<file path="src/rtl/wb_controller.sv">
// Writeback sequencing controller: drives the register-file write port, owns the
// load handshake with data memory and flags loads that never get acknowledged.
module wb_controller #(
  parameter int TIMEOUT  = 16,
  parameter bit ZERO_REG = 1'b1
) (
  input  logic       clk,
  input  logic       rst_n,
  input  logic       issue_valid,
  input  logic [1:0] issue_type,
  input  logic [4:0] issue_rd,
  output logic       issue_ready,
  output logic       mem_req,
  input  logic       mem_ack,
  input  logic       err_clr,
  output logic [1:0] mem_to_reg,
  output logic       reg_write,
  output logic [4:0] wb_rd,
  output logic       mem_err
);

  localparam int CNT_W = $clog2(TIMEOUT + 1);
  localparam logic [CNT_W-1:0] CNT_LAST = CNT_W'(TIMEOUT - 1);
  localparam logic [CNT_W-1:0] CNT_MAX  = CNT_W'(TIMEOUT);

  localparam logic [1:0] T_ALU  = 2'b00;
  localparam logic [1:0] T_LOAD = 2'b01;
  localparam logic [1:0] T_LINK = 2'b10;

  localparam logic [1:0] SEL_ALU = 2'b00;
  localparam logic [1:0] SEL_MEM = 2'b01;
  localparam logic [1:0] SEL_PC  = 2'b10;

  typedef enum logic [1:0] {IDLE, WRITE, LOAD_WAIT, ERR} state_t;

  state_t           state, state_nxt;
  logic [CNT_W-1:0] cnt, cnt_nxt;
  logic [1:0]       sel_nxt;
  logic [4:0]       rd_nxt;
  logic             accept;

  function automatic logic [CNT_W-1:0] sat_inc(input logic [CNT_W-1:0] v);
    return (v >= CNT_MAX) ? CNT_MAX : v + 1'b1;
  endfunction

  // Ready depends on state only so the issuer never sees a comb loop through issue_valid.
  assign issue_ready = (state == IDLE) || (state == WRITE);
  assign accept      = issue_valid && issue_ready;

  always_comb begin
    state_nxt = state;
    cnt_nxt   = cnt;
    sel_nxt   = mem_to_reg;
    rd_nxt    = wb_rd;
    case (state)
      IDLE, WRITE: begin
        state_nxt = IDLE;
        if (accept) begin
          case (issue_type)
            T_ALU: begin
              state_nxt = WRITE;
              sel_nxt   = SEL_ALU;
              rd_nxt    = issue_rd;
            end
            T_LINK: begin
              state_nxt = WRITE;
              sel_nxt   = SEL_PC;
              rd_nxt    = issue_rd;
            end
            T_LOAD: begin
              state_nxt = LOAD_WAIT;
              rd_nxt    = issue_rd;
              cnt_nxt   = '0;
            end
            default: state_nxt = IDLE;
          endcase
        end
      end
      LOAD_WAIT: begin
        // An ack in the final wait cycle still wins over the timeout.
        if (mem_ack) begin
          state_nxt = WRITE;
          sel_nxt   = SEL_MEM;
        end else begin
          cnt_nxt = sat_inc(cnt);
          if (cnt >= CNT_LAST) state_nxt = ERR;
        end
      end
      ERR: begin
        if (err_clr) state_nxt = IDLE;
      end
      default: state_nxt = IDLE;
    endcase
  end

  // Outputs are registered from the next-state decode so they line up with the state.
  always_ff @(posedge clk or negedge rst_n) begin
    if (!rst_n) begin
      state      <= IDLE;
      cnt        <= '0;
      mem_req    <= 1'b0;
      reg_write  <= 1'b0;
      mem_to_reg <= SEL_ALU;
      wb_rd      <= '0;
      mem_err    <= 1'b0;
    end else begin
      state      <= state_nxt;
      cnt        <= cnt_nxt;
      mem_req    <= (state_nxt == LOAD_WAIT);
      reg_write  <= (state_nxt == WRITE) && !(ZERO_REG && (rd_nxt == 5'd0));
      mem_to_reg <= sel_nxt;
      wb_rd      <= rd_nxt;
      mem_err    <= (state_nxt == ERR);
    end
  end

endmodule

</file>
<file path="config.mk">
export PLATFORM = sky130hd
export DESIGN_NAME = wb_controller
export DESIGN_NICKNAME = d
export VERILOG_FILES = /design/src/rtl/wb_controller.sv
export SDC_FILE = /design/constraint.sdc
export NUM_CORES = 1
export LEC_CHECK = 0
export CORE_UTILIZATION = 48
export CTS_CLUSTER_SIZE = 12
export DETAILED_ROUTE_END_ITERATION = 12
export PLACE_DENSITY = 0.81
export REMOVE_ABC_BUFFERS = 1
export SKIP_CTS_REPAIR_TIMING = 1
export SLEW_MARGIN = 25
export SYNTH_ARGS = -nofsm -noshare
export SYNTH_HDL_FRONTEND = slang
export SYNTH_SLANG_ARGS = --single-unit
</file>
<file path="constraint.sdc">
create_clock -name clk -period 3.98 [get_ports clk]
set_input_delay 0.796 -clock clk [delete_from_list [all_inputs] [get_ports clk]]
set_output_delay 0.796 -clock clk [all_outputs]
set_load 0.005 [all_outputs]
</file>
==> out/qor.yml, run 1 <==
logic_synthesis:
  synth_cell_type_count: 26
  synth.yosys.seq_area_share_pct: 53.04
  ys_warn_count: 0
  synthCells: 71
  synth-compound-area-share_pct: 12.64
  syn_area_sq_um: 802.0
  synth_xor_area_share_pct: 0
  synth_fa_ha_area_share_pct: 4.680
  synth_top_family_by_area: "simple AND/OR/NAND/NOR gates"
  ys_ff_latch: 17
  syn_area_per_cell_sq_um: 11.30
  yosys.area_share.simple_pct: 16.22
  synth_mux_area_share_pct: 9.672
clock_tree:
  cts_max_level: 1
  root_buffer: "clkbuf_4"
  clk_latency_ps: 280
  cts_buffers: 3
  clk_pin_slew_ps: 90
  cts_sinks: 17
  cts_tree: "built"
  clock_path_buffers: 2
critical_path:
  reg2reg_depth: 7
  critPathCaptureType: "output pin"
  cp_max_fo: 8
  worstPathCellList: "inv_1 > clkdlybuf4s50_1"
  worst_r2r_endpoint: "mem_req"
  cp.arrival_ps: 1410
  critPathKind: "flop to output pin"
  crit_buf_inv: 2
  r2r-start: "cnt[1]"
  critPathSlowestCell: "clkdlybuf4s50_1"
  critPathTopFamily: "buffers and inverters"
  reg2reg_slack_ps: 2120
  cp.required_ps: 3180
  startpoint_type: "flop"
  cp_slowest_stage_delay_ps: 520
sta:
  finalSetupViolations: 0
  tns_ps: 0
  fin_skew_ps: 2.710
  max_freq_ghz: 0.4537
  rsz0062_at_grt: "false"
  min_period_over_period_pct: 55.38
  max_slew_margin_pct: 49.37
  slew_violations: 0
  fin_ws_ps: 1776
  final_hold_viol_count: 0
  post-route-min-period_ps: 2204
  tightest_slew_ps: 757.0
power:
  switching_share_pct: 28.98
  p_seq_share_pct: 51.5
  internal_power_mw: 0.3342
  p_leak_nw: 0.4897
  clockPowerShare_pct: 18.8
  combPwrFrac_pct: 29.7
  p_sw_mw: 0.1364
  peakVddDrop_uv: 263.9
  powerDensity_nw_per_um2: 440.4
hold_path:
  holdPathEnd: "cnt[3]"
  min_path_type: "flop to flop"
  worstHoldStart: "cnt[3]"
  whs_path_depth: 1
die:
  core.rowCount: 14
  chipHeight_um: 42.88
  die-width_um: 42.88
  start_util_pct: 52.03
  design.core.area_sq_um: 1541
  dieArea_sq_um: 1838
  io_pins: 23
routing:
  routed_wl_um: 1566
  route.vias.total: 639
  first_pass_iters: 4
  antenna_left: 0
  routedWlPerCell_um: 13.86
  first_iter_violations: 15
  drc: 0
  routed_via_density: 5.655
layout:
  layout_commonest_cell: "clkdlybuf4s50_1"
  reg_top3: "cnt x5, wb_rd x5"
  syn2layout_area_growth_pct: 33.23
  num-fill-cells: 123
  layout_common_cells: "clkdlybuf4s50_1 (22), dfrtp_1 (17), inv_1 (8), mux2_2 (6), o21ai_0 (6)"
  layout-drive-gt1-share_pct: 12.37
  insertedDiodeCount: 0
  final_util_pct: 69.32
  nets: 113
  instances_no_fill: 113
global_route:
  antenna_found_initial: 0
  grt_pass1_wl_um: 2704
  overflow: 0
  grt_pass1_vias: 646
  grt_max_degree: 18
  grt.total_usage_pct: 19.70
placed_design:
  port-buffer-count: 22
  hpwl_um: 1177
  routabilityCongestion: 0.7208
  dp.cells: 109
  post-place-ws_ps: 1669
job:
  maxCapViolations: 0
status:
  status: "finished, final reports clean"
[worst max path at each step]
stage,from,endpoint,slack [ps],cells after the start
6_report,state[1],issue_ready,1780,2
5_1_grt,state[1],issue_ready,1720,2
4_1_cts,state[1],issue_ready,1770,2
3_5_place_dp,issue_type[1],mem_to_reg[1],1670,5
3_3_place_gp,issue_type[1],mem_to_reg[1],1690,5
2_1_floorplan,issue_type[1],mem_to_reg[1],2240,4
[synth_stat cells, drive strengths merged]
library cell,instances,area share (%)
and2,1,0.78
nor2,4,1.9
nand3b,1,0.94
a211oi,1,0.94
inv,8,3.7
a221oi,1,1.1
dfrtp,17,53
a211o,1,1.1
o21ai,6,3.7
a21o,1,0.94
and3,1,0.78
ha,3,4.7
or3b,1,1.1
a31oi,1,0.78
nor4,3,2.3
a22o,2,2.2
and4bb,1,2.0
nor2b,1,0.78
and3b,1,1.2
a21oi,3,1.9
nand3,1,1.2
mux2i,1,1.2
nand2,2,0.94
nand4,2,1.6
nor3,1,0.62
mux2,6,8.4
[metal layers]
layer  GRT usage, %  share of wire [%]
met1          24.31                 45
met2          33.64                 49
met5              0                  0
met3          2.553                5.7
met4          9.375               0.57
[per-stage QoR]
step / hold WS [ps] / total power [mW] / cell area [sq um]
after floorplan: 465.4 / 0.3046 / 802.0
after global placement: 497.5 / 0.3791 / 1042
after detailed placement: 509.7 / 0.3857 / 1042
after CTS: 520.6 / 0.4755 / 1069
after global routing: 552.7 / 0.4999 / 1069
final: 517.0 / 0.4706 / 1069
[worst register-to-register path: cells and delay by family, from the launching register on]
| kind | cells | cell delay [ps] |
|---|---|---|
| AO/OA/AOI/OAI | 1 | 120 |
| AND/OR/NAND/NOR | 4 | 810 |
| flip-flops | 1 | 450 |
| adder cells (fa/ha/maj) | 2 | 430 |
[power groups by stage]
| stage | Clock [mW] | Sequential, mW | Combinational [mW] |
|---|---|---|---|
| finish | 0.0883 | 0.242 | 0.140 |
| global route | 0.0947 | 0.249 | 0.156 |
| CTS | 0.0912 | 0.243 | 0.141 |
| detailed placement | 0 | 0.246 | 0.139 |
| global placement | 0 | 0.242 | 0.137 |
| floorplan | 0 | 0.240 | 0.0642 |
[cells by family (layout without fill, tap and decap cells)]
family,after synthesis,count (layout)
compound gates,16,16
fa+ha+maj,3,3
buf+inv,8,34
flops,17,17
mux,7,7
simple gates,20,20
[layout make-up]
class	count	area [sq um]	share of cell area (%)
flip-flops and latches	17	425.4	39.81
multi-input cells	46	346.6	32.44
repair buffers	22	220.2	20.61
inverters	8	30.03	2.810
clock buffers	4	26.28	2.459
well taps	16	20.02	1.874
Note: power is estimated with default switching activity, not from simulation.
==> run 2: changes to the inputs <==
--- a/config.mk
+++ b/config.mk
@@ -5,10 +5,10 @@
 export SDC_FILE = /design/constraint.sdc
 export NUM_CORES = 1
 export LEC_CHECK = 0
-export CORE_UTILIZATION = 48
+export CORE_UTILIZATION = 45
 export CTS_CLUSTER_SIZE = 12
 export DETAILED_ROUTE_END_ITERATION = 12
-export PLACE_DENSITY = 0.81
+export PLACE_DENSITY = 0.76
 export REMOVE_ABC_BUFFERS = 1
 export SKIP_CTS_REPAIR_TIMING = 1
 export SLEW_MARGIN = 25
==> constraint.sdc (replaced) <==
create_clock -name clk -period 2.3 [get_ports clk]
set_input_delay 0.46 -clock clk [delete_from_list [all_inputs] [get_ports clk]]
set_output_delay 0.46 -clock clk [all_outputs]
set_load 0.005 [all_outputs]
==> out/qor.yml, run 2 (synthesis results as in run 1) <==
critical_path:
  startpoint_type: "flop"
  critPathCaptureType: "output pin"
  crit_buf_inv: 2
  reg2reg_slack_ps: 470
  critPathTopFamily: "buffers and inverters"
  endpoint: "issue_ready"
  cp-startpoint: "state[1]"
  reg2reg_depth: 7
  worstPathCellList: "inv_1 > clkdlybuf4s50_1"
  cp.required_ps: 1840
  cp_max_fo: 8
  worst_r2r_endpoint: "mem_req"
  cp_slowest_stage_delay_ps: 520
  critPathKind: "flop to output pin"
  cp.arrival_ps: 1400
  r2r-start: "cnt[0]"
  critPathSlowestCell: "clkdlybuf4s50_1"
  path_depth: 2
sta:
  finalSetupViolations: 0
  rsz0062_at_grt: "false"
  max_freq_ghz: 0.5371
  max_slew_margin_pct: 78.10
  fin_skew_ps: 3.235
  min_period_over_period_pct: 80.96
  slew_violations: 0
  post-route-min-period_ps: 1862
  final_hold_viol_count: 0
  tightest_slew_ps: 327.4
  holdWs_ps: 491.0
  tns_ps: 0
clock_tree:
  cts_sinks: 17
  clk_latency_ps: 280
  cts_max_level: 1
  cts_tree: "built"
  clock_path_buffers: 2
  clk_pin_slew_ps: 90
  cts_buffers: 3
  root_buffer: "clkbuf_4"
die:
  die-width_um: 44.22
  chipHeight_um: 44.22
  design.core.area_sq_um: 1577
  dieArea_sq_um: 1955
  start_util_pct: 50.87
  core.rowCount: 14
  io_pins: 23
layout:
  multi_input_area_sq_um: 346.6
  syn2layout_area_growth_pct: 34.17
  insertedDiodeCount: 0
  num-fill-cells: 131
  layout_commonest_cell: "clkdlybuf4s50_1"
  nets: 114
  layout_common_cells: "clkdlybuf4s50_1 (22), dfrtp_1 (17), inv_1 (8), mux2_2 (6), o21ai_0 (6)"
  seqCellArea_sq_um: 425.4
  reg_top3: "cnt x5, wb_rd x5"
  layout-drive-gt1-share_pct: 13.27
power:
  powerDensity_nw_per_um2: 756.0
  p_leak_nw: 0.4945
  peakVddDrop_uv: 445.4
status:
  status: "finished, violations left"
  violations: "design-rule violations"
job:
  maxCapViolations: 0
global_route:
  grt_pass1_wl_um: 2622
  grt_pass1_vias: 616
  antenna_found_initial: 0
  overflow: 0
  grt.total_usage_pct: 18.35
  grt_max_degree: 18
routing:
  drc: 2
  routed_wl_um: 1561
  first_iter_violations: 6
  first_pass_iters: 9
  route.vias.total: 648
  antenna_left: 0
  routed_via_density: 5.684
  routedWlPerCell_um: 13.69
placed_design:
  port-buffer-count: 22
  hpwl_um: 1206
  routabilityCongestion: 0.7876
hold_path:
  min_path_type: "input port to asynchronous set/reset pin"
## run 2: cell count changes in the layout (fill, tap and decap cells not counted), sizes merged
cell	previous run	this run
buf	0	1
## run 2: how the worst min path moves through the flow
stage	startpoint	endpoint	slack (ps)	cells past startpoint
after global routing	rst_n	mem_to_reg[0]	490	2
after floorplan	rst_n	cnt[0]	160	0
after CTS	rst_n	cnt[2]	500	2
after detailed placement	mem_to_reg[1]	mem_to_reg[1]	500	1
final	rst_n	mem_to_reg[0]	490	2
after global placement	mem_to_reg[1]	mem_to_reg[1]	500	1
## run 2: metal layers
layer	wire length [um]	up-vias	track usage [%]
li1	-	313	-
met1	742	316	23.40
met2	738	17	31.18
met3	69	2	2.857
met4	10	0	7.273
met5	0	-	0
## run 2: where the power goes
part           total [mW]  switching [mW]  internal (mW)
registers           0.420          0.0593          0.361
clock network       0.151          0.0837         0.0671
logic               0.243          0.0909          0.152
total               0.814           0.234          0.580
## run 2: metrics by stage
stage | setup slack [ps] | power [mW] | util, % | std cells | area (sq um)
after global placement | 338.1 | 0.6581 | 66.59 | 110 | 1050
final | 438.0 | 0.8135 | 68.25 | 114 | 1076
after floorplan | 712.2 | 0.5271 | - | 71 | 802.0
after CTS | 433.7 | 0.8232 | 68.25 | 114 | 1076
after detailed placement | 287.0 | 0.6695 | 66.59 | 110 | 1050
after global routing | 357.7 | 0.8693 | 68.25 | 114 | 1076
## run 2: final cells by class
type / instances / share of cell area, %
Multi-Input combinational cell: 46 / 32.21
Clock buffer: 4 / 2.442
Timing Repair Buffer: 23 / 21.16
Inverter: 8 / 2.791
Tap cell: 16 / 1.860
Sequential cell: 17 / 39.53
==> patch 1, RTL diff (config.mk and constraints of run 2) <==
The output `mem_err` loses its register stage (`mem_err` becomes a continuous assignment).
--- a/src/rtl/wb_controller.sv
+++ b/src/rtl/wb_controller.sv
@@ -102,7 +102,6 @@
       reg_write  <= 1'b0;
       mem_to_reg <= SEL_ALU;
       wb_rd      <= '0;
-      mem_err    <= 1'b0;
     end else begin
       state      <= state_nxt;
       cnt        <= cnt_nxt;
@@ -110,9 +109,10 @@
       reg_write  <= (state_nxt == WRITE) && !(ZERO_REG && (rd_nxt == 5'd0));
       mem_to_reg <= sel_nxt;
       wb_rd      <= rd_nxt;
-      mem_err    <= (state_nxt == ERR);
     end
   end
 
+  assign mem_err = (state_nxt == ERR);
+
 endmodule
 
Behaviour: no difference found for any inputs over 10 cycles, from zero or initial values and one cycle with rst_n low; that may be too few to reach the edited logic, so the function may still have changed.
==> patch 1 against run 2 <==
  * Critical path depth is 6 higher
  * Final area is 14% higher
  * Non-clock buffer count is 13 higher
  * Sequential power is 10% lower
  * Total power is 6.2% higher
  * Via count is 3.9% higher
  * Synthesized area is 0.94% higher
  * Wire length is 21% higher
  * Setup slack worse by 0.41 ns
  * Count of clock-buffer cells in the layout stayed put
  * Highest routed layer unchanged
  * Critical endpoint is now mem_err
  * Sequential cell count is 1 lower
  * Clock skew is 0.0016 ns lower
  * Largest power group unchanged
==> patch 1: results (changes against run 2) <==
min_path:
  hp-class: "flop to flop"  # was input port to asynchronous set/reset pin
  hold_end: "mem_to_reg[1]$_DFFE_PN0P_"
  worstHoldStart: "mem_to_reg[1]$_DFFE_PN0P_"
clocking:
  numCtsBuffers: 3  # unchanged
  clk_pin_slew_ns: 0.10
  h-tree-depth: 1  # unchanged
  clock_latency_ns: 0.29
  clockBufferDepth: 2  # unchanged
global_route:
  grt_pass1_wl_um: 2950  # was 2620 um
  grt_pass1_vias: 677  # was 616
  grtUsageMet1: 0.285  # was 0.234
  met2_usage: 0.326  # was 0.312
  grt_max_degree: 17  # was 18
  grtUsageTotal: 0.216  # was 0.183
  grt_use_met3: 0.0367  # was 0.0286
logic_synthesis:
  ys_types: 30  # was 26
  synth.area.top_cells: "dfrtp_1, mux2_2, ha_1"  # unchanged
  yosysSeqAreaShare: 0.495  # was 0.530
  async_flop_share: 1.00  # unchanged
  yosysWarnings: 0  # unchanged
  yosys-top-cells-count: "dfrtp_1, inv_1, mux2_2, nor2_1, nand2_1"  # was dfrtp_1, inv_1, mux2_2, o21ai_0, nor2_1
setup_path:
  reg2reg_from: "cnt[1]$_DFFE_PN0P_"  # was cnt[0]$_DFFE_PN0P_
  arrival_ns: 1.81  # was 1.40 ns
  slowest_delay_ns: 0.40  # was 0.52 ns
  rr_worst_depth: 8  # was 7
  r2r_slack_ns: 0.60  # was 0.47 ns
  cp_slowest_cell: "dfrtp_1"  # was clkdlybuf4s50_1
  worstPathMaxFanout: 3  # was 8
  r2r-end: "mem_to_reg[0]$_DFFE_PN0P_"  # was mem_req$_DFF_PN0_
sta:
  tightestPinTransition_ns: 0.739  # was 0.327 ns
  skew_ns: 0.00160  # was 0.00324 ns
cells_and_area:
  fin_nets: 126  # was 114
  fill_cells: 109  # was 131
  drive_gt1_frac: 0.345  # was 0.133
  diodes: 0  # unchanged
  top_regs: "cnt x5, wb_rd x5"  # unchanged
route:
  drtPass1Iterations: 4  # was 9
  via_count: 673  # was 648
  drtIter0Drc: 10  # was 6
  wirelength_um: 1900  # was 1560 um
power_and_ir_drop:
  irDropWorstVdd_v: 0.000449  # was 0.000445 V
  p_sw_frac: 0.295  # was 0.288
  p_leak_nw: 0.543  # was 0.494 nW
placement:
  place_area_sq_um: 1150  # was 1050 sq um
  gp_congestion: 0.822  # was 0.788
  io_buffer_count: 22  # unchanged
  dp.final_hpwl_um: 1400  # was 1210 um
run_status:
  status: "complete, no violations"  # was finished, violations left
-- patch 1: through the flow --
step | hold WS (ns) | setup WS (ns) | cells | util
floorplan | 0.164 | 0.472 | 70 | -
global placement | 0.480 | -0.184 | 129 | 0.719
detailed placement | 0.489 | -0.202 | 129 | 0.719
CTS | 0.513 | -0.423 | 133 | 0.742
global route | 0.541 | -0.0827 | 134 | 0.767
finish | 0.511 | 0.0270 | 134 | 0.767
-- patch 1: worst max path at each step --
stage | from | to | slack, ns | cells past startpoint
after detailed placement | issue_valid | mem_err | -0.20 | 5
after CTS | cnt[0]$_DFFE_PN0P_ | mem_err | -0.42 | 8
after global routing | cnt[1]$_DFFE_PN0P_ | mem_err | -0.08 | 8
after floorplan | cnt[0]$_DFFE_PN0P_ | mem_err | 0.47 | 7
final | cnt[1]$_DFFE_PN0P_ | mem_err | 0.03 | 8
after global placement | issue_valid | mem_err | -0.18 | 5
-- patch 1: worst max-delay path: cells and delay by family (launching register included) --
family / cells / cell delay (ns)
buf+inv: 1 / 0.12
simple gates: 3 / 0.50
flops: 1 / 0.40
fa+ha+maj: 2 / 0.35
compound gates: 2 / 0.16
-- patch 1: per-layer routing --
layer,part of all wire,vias up
li1,-,336
met1,0.48,323
met2,0.48,12
met3,0.025,2
met4,0.012,0
met5,0,-
-- patch 1: power groups by stage --
stage	sequential, mW	clock, mW	combinational [mW]
after detailed placement	0.378	0	0.283
final	0.377	0.191	0.296
after global placement	0.373	0	0.277
after global routing	0.384	0.206	0.326
after floorplan	0.379	0	0.117
after CTS	0.373	0.198	0.284
-- patch 1: cells by family (layout without fill, tap and decap cells) --
kind of cell | after synthesis | after routing | synth area share
buffers and inverters | 7 | 46 | 0.0417
AO/OA/AOI/OAI | 14 | 14 | 0.148
adder cells (fa/ha/maj) | 3 | 3 | 0.0464
AND/OR/NAND/NOR | 25 | 25 | 0.185
flip-flops | 16 | 16 | 0.495
multiplexers | 6 | 6 | 0.0835
-- patch 1: layout make-up --
cell class	count	area, sq um	share of cell area
multi-input combinational	48	413	0.338
clock buffer	4	36.3	0.0297
inverter	6	22.5	0.0184
sequential	16	400	0.328
tap	24	30.0	0.0246
timing repair buffer	36	320	0.262
==> patch 2, RTL diff (config.mk and constraints of run 2) <==
Made on the original files. Change the parameter `TIMEOUT` from 16 to 32.
--- a/src/rtl/wb_controller.sv
+++ b/src/rtl/wb_controller.sv
@@ -1,7 +1,7 @@
 // Writeback sequencing controller: drives the register-file write port, owns the
 // load handshake with data memory and flags loads that never get acknowledged.
 module wb_controller #(
-  parameter int TIMEOUT  = 16,
+  parameter int TIMEOUT  = 32,
   parameter bit ZERO_REG = 1'b1
 ) (
   input  logic       clk,
Behaviour: no difference found for any inputs over 10 cycles, from zero or initial values and one cycle with rst_n low; that may be too few to reach the edited logic, so the function may still have changed.
==> patch 2 against run 2 <==
  * Non-clock buffer count unchanged
  * Critical path type unchanged
  * Sequential cell count up 1
  * Combinational power shrank 8%
  * Setup slack worse by 0.13 ns
  * Clock power is 28% higher
  * Total power increased by 1.6%
  * Critical endpoint unchanged
  * Cell count increased by 23%
  * Wire length rose by 22%
  * Register-to-register slack gained 0.30 ns
  * Final area up 16%
  * Synthesized area grew 21%
  * First-iteration DRC count grew to 3.3 times the old value
  * Global-route usage down 0.16 points
  * Highest routed layer unchanged
==> patch 2: results (changes against run 2) <==
power_and_ir_drop:
  irDropWorstVdd_v: 0.000437  # was 0.000445 V
  p_leak_nw: 0.524  # was 0.494 nW
run_status:
  status: "complete, no violations"  # was finished, violations left
sta:
  hold_ws_ns: 0.491  # about the same
  period_share: 0.864  # was 0.810
  tightestPinTransition_ns: 0.394  # was 0.327 ns
  skew_ns: 0.00111  # was 0.00324 ns
clocking:
  numCtsBuffers: 3  # unchanged
  clk_pin_slew_ns: 0.10
  h-tree-depth: 1  # unchanged
  cts_root_buf: "clkbuf_4"  # unchanged
logic_synthesis:
  synthAdderAreaFrac: 0.0257  # was 0.0468
  yosysSeqAreaShare: 0.463  # was 0.530
  ys_types: 35  # was 26
  synth-xor-area-share: 0  # unchanged
  yosys-top-cells-count: "dfrtp_1, nand2_1, inv_1, o21ai_0, mux2_2"  # was dfrtp_1, inv_1, mux2_2, o21ai_0, nor2_1
  synth_compound_area_frac: 0.139  # was 0.126
  synth_mux_area_frac: 0.0784  # was 0.0967
  synth.area.top_cells: "dfrtp_1, mux2_2, nand2_1"  # was dfrtp_1, mux2_2, ha_1
  syn_area_per_cell_sq_um: 11.1  # was 11.3 sq um
setup_path:
  worstPathMaxFanout: 16  # was 8
  cp-endpoint: "issue_ready"  # unchanged
  arrival_ns: 1.53  # was 1.40 ns
  rr_worst_depth: 4  # was 7
  r2r-end: "state[0]$_DFF_PN0_"  # was mem_req$_DFF_PN0_
  r2r_slack_ns: 0.77  # was 0.47 ns
route:
  via_count: 762  # was 648
  drtPass1Iterations: 4  # was 9
  routed_via_density: 5.44  # was 5.68
  drtIter0Drc: 20  # was 6
  wirelength_um: 1910  # was 1560 um
global_route:
  grt_max_degree: 19  # was 18
  grt_pass1_vias: 698  # was 616
  grt_pass1_wl_um: 3220  # was 2620 um
  grtUsageTotal: 0.182  # was 0.183
cells_and_area:
  top_regs: "cnt x6, wb_rd x5"  # was cnt x5, wb_rd x5
  drive_gt1_frac: 0.168  # was 0.133
  fin_nets: 128  # was 114
  fill_cells: 162  # was 131
placement:
  place_area_sq_um: 1210  # was 1050 sq um
  pre_cts_slack_ns: 0.344  # was 0.287 ns
  io_buffer_count: 22  # unchanged
  dp.cells: 136  # was 110
  gp_congestion: 0.756  # was 0.788
[patch 2: cell count changes after synthesis, sizes merged, moves of 3 or more]
cell and delta:
nand2 +7, nor4 -3, nor3b +3, nor4b +3
[patch 2: report_power, final]
part | internal, mW | switching (mW) | leakage, nW
Combinational | 0.139 | 0.0857 | 0.271
Sequential | 0.364 | 0.0443 | 0.232
Clock | 0.0963 | 0.0972 | 0.0210
Total | 0.599 | 0.227 | 0.524
[patch 2: layout make-up]
class                   count  area (sq um)  share of cell area
clock buffers               4          36.3              0.0291
inverters                   6          22.5              0.0180
multi-input cells          62           478               0.383
flip-flops and latches     18           450               0.361
well taps                  27          33.8              0.0271
repair buffers             23           228               0.182
[patch 2: metal layers]
metal	GRT usage	vias to the layer above	part of all wire
met5	0	-	0
met4	0.0931	0	0.011
met3	0.0346	2	0.028
met2	0.286	15	0.48
met1	0.239	371	0.48
li1	-	374	-
[patch 2: critical path, cell delays in order (launching register included)]
cell             delay (ns)
dfrtp_1                0.54
inv_1                  0.19
clkdlybuf4s50_1        0.52
